`src/rtl/iob_sp_ram_be_arb.sv`:
```
// iob_sp_ram_be_arb: two-requester arbiter in front of a
// single-port byte-enable RAM with 1-cycle read latency.
//
// Policy macro: IOB_SP_RAM_ARB_RR_EN
//   defined   -> round-robin (requester not granted last wins)
//   undefined -> fixed priority, A always beats B
//
// Ports:
//   clk, rst            clock, synchronous active-high reset
//   a_req/a_we/a_addr   requester A request, column WEs, address
//   a_wdata             requester A write data
//   a_ack               A granted this cycle (combinational)
//   a_rvalid/a_rdata    A read response, two cycles after grant
//   b_*                 same set for requester B
//   ram_en/ram_we       registered RAM enable / column WEs
//   ram_addr/ram_din    registered RAM address / write data
//   ram_dout            RAM read data
module iob_sp_ram_be_arb #(
  parameter int NUM_COL    = 2,
  parameter int COL_WIDTH  = 4,
  parameter int DATA_WIDTH = NUM_COL * COL_WIDTH,
  parameter int ADDR_WIDTH = 4
) (
  input  logic                  clk,
  input  logic                  rst,
  input  logic                  a_req,
  input  logic [NUM_COL-1:0]    a_we,
  input  logic [ADDR_WIDTH-1:0] a_addr,
  input  logic [DATA_WIDTH-1:0] a_wdata,
  output logic                  a_ack,
  output logic                  a_rvalid,
  output logic [DATA_WIDTH-1:0] a_rdata,
  input  logic                  b_req,
  input  logic [NUM_COL-1:0]    b_we,
  input  logic [ADDR_WIDTH-1:0] b_addr,
  input  logic [DATA_WIDTH-1:0] b_wdata,
  output logic                  b_ack,
  output logic                  b_rvalid,
  output logic [DATA_WIDTH-1:0] b_rdata,
  output logic                  ram_en,
  output logic [NUM_COL-1:0]    ram_we,
  output logic [ADDR_WIDTH-1:0] ram_addr,
  output logic [DATA_WIDTH-1:0] ram_din,
  input  logic [DATA_WIDTH-1:0] ram_dout
);

  logic a_gnt;
  logic b_gnt;

`ifdef IOB_SP_RAM_ARB_RR_EN
  // prio_a set: A wins the next conflict
  logic prio_a;

  assign a_gnt = !rst && a_req &&
                 (!b_req || prio_a);
  assign b_gnt = !rst && b_req &&
                 (!a_req || !prio_a);

  always_ff @(posedge clk) begin
    if (rst) begin
      prio_a <= 1'b1;
    end else if (a_gnt) begin
      prio_a <= 1'b0;
    end else if (b_gnt) begin
      prio_a <= 1'b1;
    end
  end
`else
  assign a_gnt = !rst && a_req;
  assign b_gnt = !rst && b_req && !a_req;
`endif

  assign a_ack = a_gnt;
  assign b_ack = b_gnt;

  always_ff @(posedge clk) begin
    if (rst) begin
      ram_en   <= 1'b0;
      ram_we   <= '0;
      ram_addr <= '0;
      ram_din  <= '0;
    end else begin
      unique case (1'b1)
        a_gnt: begin
          ram_en   <= 1'b1;
          ram_we   <= a_we;
          ram_addr <= a_addr;
          ram_din  <= a_wdata;
        end
        b_gnt: begin
          ram_en   <= 1'b1;
          ram_we   <= b_we;
          ram_addr <= b_addr;
          ram_din  <= b_wdata;
        end
        default: begin
          ram_en <= 1'b0;
          ram_we <= '0;
        end
      endcase
    end
  end

  // Tag pipeline: stage 1 matches the RAM command,
  // stage 2 matches the RAM data coming back.
  logic s1_vld;
  logic s1_b;
  logic s2_vld;
  logic s2_b;

  always_ff @(posedge clk) begin
    if (rst) begin
      s1_vld <= 1'b0;
      s1_b   <= 1'b0;
      s2_vld <= 1'b0;
      s2_b   <= 1'b0;
    end else begin
      s1_vld <= (a_gnt && (a_we == '0)) ||
                (b_gnt && (b_we == '0));
      s1_b   <= b_gnt;
      s2_vld <= s1_vld;
      s2_b   <= s1_b;
    end
  end

  assign a_rvalid = s2_vld && !s2_b;
  assign b_rvalid = s2_vld && s2_b;
  assign a_rdata  = ram_dout;
  assign b_rdata  = ram_dout;

endmodule

```
`config.mk`:
```
export PLATFORM = sky130hd
export DESIGN_NAME = iob_sp_ram_be_arb
export DESIGN_NICKNAME = d
export VERILOG_FILES = /design/src/rtl/iob_sp_ram_be_arb.sv
export SDC_FILE = /design/constraint.sdc
export NUM_CORES = 1
export LEC_CHECK = 0
export ABC_AREA = 1
export BUFFER_PORTS_ARGS = -buffer_cell sky130_fd_sc_hd__clkbuf_2
export CORE_UTILIZATION = 30
export DETAILED_ROUTE_END_ITERATION = 10
export GPL_TIMING_DRIVEN = 0
export PLACE_DENSITY = 0.57
export SETUP_SLACK_MARGIN = 0.3
export SLEW_MARGIN = 20
export SYNTH_ARGS = -nofsm -noshare
export SYNTH_HDL_FRONTEND = slang
export SYNTH_SLANG_ARGS = --single-unit
```
`constraint.sdc`:
```
create_clock -name clk -period 0.9 [get_ports clk]
set_input_delay 0.09 -clock clk [delete_from_list [all_inputs] [get_ports clk]]
set_output_delay 0.09 -clock clk [all_outputs]
set_load 0.01 [all_outputs]
```
==> flow_metrics.env <==
export IMPL_critPathArrivalTime_ns=0.80
export IMPL_critPathMaxFanout=2
export IMPL_timing_reg2reg_setup_slack_ns=0.17
export IMPL_slew_headroom=0.861
export IMPL_grt_pass1_vias=1109
export IMPL_holdPathEnd="s1_vld$_SDFF_PP0_"
export IMPL_switching_share=0.281
export IMPL_post_synthesis_net_count=194
export IMPL_worst_r2r_path_depth=4
export IMPL_drt_pre_antenna_iters=4
export IMPL_grt_max_degree=11
export IMPL_pin_count=75
export IMPL_postRouteAntennaNets=0
export IMPL_antenna_cells=0
export IMPL_vias=1221
export IMPL_p_leak_nw=1.11
export IMPL_share_comb_of_total_power=0.336
export IMPL_grtUsageMet2=0.276
export IMPL_grt_util_all_layers=0.159
export IMPL_clock_latency_of_the_later_clocked_register_in_the_worst_skew_pair_ns=0.25
export IMPL_outcome="completed"
export IMPL_yosysSeqAreaShare=0.343
export IMPL_ys_ff_latch=19
export IMPL_worst_ep_required_time_ns=0.81
export IMPL_final_hold_viol_count=0
export IMPL_wl_per_cell_um=10.4
export IMPL_tritoncts_clock_tree="built"
export IMPL_min_period_over_period=0.984
export IMPL_total_die_area_um2=3940
export IMPL_hpwlAfterDp_um=2010
export IMPL_sequentialPowerShare=0.407
export IMPL_cts_hold_repair_buffers=0
export IMPL_switchingPower_mw=0.644
export IMPL_final_util=0.615
export IMPL_design_area_um2=2120
export IMPL_die_width_um=62.8
export IMPL_grt_setup_unrepaired="true"
export IMPL_final_layout_size_suffix_gt1_frac=0.730
export IMPL_initial_utilization=0.322
export IMPL_final_worst_hold_slack_ns=0.0392
export IMPL_path_type_of_the_worst_setup_path="flop to output port"
export IMPL_netlist_instances=154
export IMPL_setup_tns_ns=0
export IMPL_r2r_end="ram_din[0]$_SDFFE_PP0P_"
export IMPL_routed_wirelength_um=3020
export IMPL_ys_warnings_count=0
export IMPL_power_frac_clock=0.256
export IMPL_post_layout_nonfiller_instances=290
export IMPL_final_max_slew_violation_count=0
export IMPL_cts_max_level=1
export IMPL_finalSetupViolCount=0
export IMPL_grt_first_pass_wirelength_um=4840
export IMPL_nets_finish=285
export IMPL_dp_cells=265
export IMPL_irDropWorstVdd_uv=713
export IMPL_cts_buffer_depth=2
export IMPL_hold_path_depth=2
export IMPL_postSynthAreaPerCell_um2=7.20
export IMPL_gpl_final_weighted_congestion=0.711
export IMPL_fp_row_count=21
export IMPL_skew_ns=0.000243
export IMPL_timing_critical_path_from_type="flop"
export IMPL_filler_cell_count=308
export IMPL_drc_errors=0
export IMPL_grt_util_met1=0.186
export IMPL_initial_antenna_violation_count=0
export IMPL_intPower_mw=1.65
export IMPL_drt_iter0_markers=47
export IMPL_drv_cap=0
export IMPL_library_cell_used_as_clock_root_buffer="clkbuf_8"
export IMPL_placement_io_buffers=65
export IMPL_synth_area_leaders="dfxtp_1, nand2_1, buf_4"
export IMPL_power_density_nw_per_um2=1080
export IMPL_synth_lib_cells_used_distinct=19
export IMPL_core_area_um2=3440
export IMPL_clkTransAtPathRegs_ns=0.07
export IMPL_final_period_minus_worst_setup_slack_ns=0.886
export IMPL_tritoncts_num_sinks=19
export IMPL_areaGrowthSynthToFinish_pct=90.9
export IMPL_synthDominantCellAreaShare=0.343
export IMPL_fp_dieH_um=62.8
export IMPL_grt_busiest_layer="met2"
export IMPL_fmax_ghz=1.13
export IMPL_cts_inserted_buffers=3
export IMPL_yosysTopAreaCell="dfxtp_1"
export IMPL_min_delay_start="b_we[1]"
export IMPL_vias_cell=4.21
export IMPL_postPlaceCellArea_um2=1510
export IMPL_setup_worst_path_end_class="output port"
export IMPL_tightest_slew_ns=0.208
export IMPL_syn_area_um2=1110
export IMPL_worstHoldPathType="input pin to flop"
export IMPL_use_met3=0.0347
export IMPL_globalRoute_totalOverflow=0
export IMPL_reg2reg_from="ram_din[0]$_SDFFE_PP0P_"
## worst max-delay path, stage by stage (launching register included)
cell and delay [ns]:
dfxtp_2 0.33, inv_1 0.03, nor2_1 0.06, buf_2 0.13
## layout make-up
type	count	area, um^2	share of cell area
Buffer	24	223	0.105
Clock buffer	4	45.0	0.0213
Tap cell	46	57.6	0.0272
Sequential cell	19	400	0.189
Inverter	24	120	0.0568
Timing Repair Buffer	86	677	0.320
Multi-Input combinational cell	87	593	0.280
## cells in the final DEF (no fill, tap or decap), types with 2 or more instances in the layout
| cell type | count |
|---|---|
| clkbuf_8 | 4 |
| nor2_4 | 2 |
| buf_12 | 2 |
| o21ai_0 | 2 |
| nand2_4 | 6 |
| dfxtp_2 | 13 |
| nand2_1 | 17 |
| a21oi_2 | 11 |
| nand3_2 | 8 |
| buf_2 | 5 |
| inv_1 | 20 |
| buf_8 | 3 |
| clkinv_8 | 2 |
| clkbuf_2 | 44 |
| dfxtp_1 | 5 |
| buf_6 | 28 |
| buf_4 | 24 |
| nand2_2 | 17 |
| nand3_1 | 16 |
| nor2_1 | 4 |
## registers in the layout, indices dropped and copies added (netlist names)
name and count:
s1_b 1, ram_we 2, s2_vld 1, ram_din 8, s1_vld 1, ram_addr 4
s2_b 1, ram_en 1
## worst max-delay path by stage
stage	from	endpoint	slack [ns]	depth (start not counted)
detailed placement	a_req	ram_din[0]$_SDFFE_PP0P_	-0.05	5
CTS	s2_vld$_SDFF_PP0_	a_rvalid	-0.0008	3
global placement	a_req	ram_addr[3]$_SDFFE_PP0P_	-0.04	5
floorplan	rst	ram_addr[3]$_SDFFE_PP0P_	0.13	7
global route	s2_vld$_SDFF_PP0_	a_rvalid	-0.04	3
finish	s2_vld$_SDFF_PP0_	a_rvalid	0.01	3
## power groups by stage
stage,Combinational (mW),Clock [mW],Sequential (mW)
floorplan,0.285,0,0.954
global placement,0.501,0,0.933
detailed placement,0.503,0,0.934
CTS,0.668,0.609,0.927
global route,0.835,0.661,0.938
finish,0.770,0.588,0.934
## cells in the mapped netlist (all sizes together)
cell / number
nand2: 40
nand3: 25
buf: 24
inv: 23
dfxtp: 19
a21oi: 12
nor2: 6
o21ai: 3
clkinv: 1
o31ai: 1
## layer usage
layer | routed length, um | up-vias
met1 | 1300 | 539
met4 | 60 | 0
met5 | 0 | -
met2 | 1510 | 38
li1 | - | 640
met3 | 154 | 4
## per-stage QoR
stage,setup WS (ns),power (mW)
after floorplan,0.134,1.24
after global placement,-0.0381,1.43
after CTS,-0.000823,2.20
after global routing,-0.0403,2.43
after detailed placement,-0.0502,1.44
final,0.0145,2.29
## cell families (layout without fill, tap and decap cells)
logic type             after synthesis  after routing  synth area share
AND/OR/NAND/NOR                     71             71             0.293
flip-flops                          19             19             0.343
AO/OA/AOI/OAI                       16             16            0.0993
buffers and inverters               48            138             0.264
## timing repair
action,CTS,global route
endpoints found under the setup margin,34,32
gates cloned,4,0
buffers inserted,13,4
resized for setup,68,55
pin swaps,25,19
(Power assumes the default switching activity.)
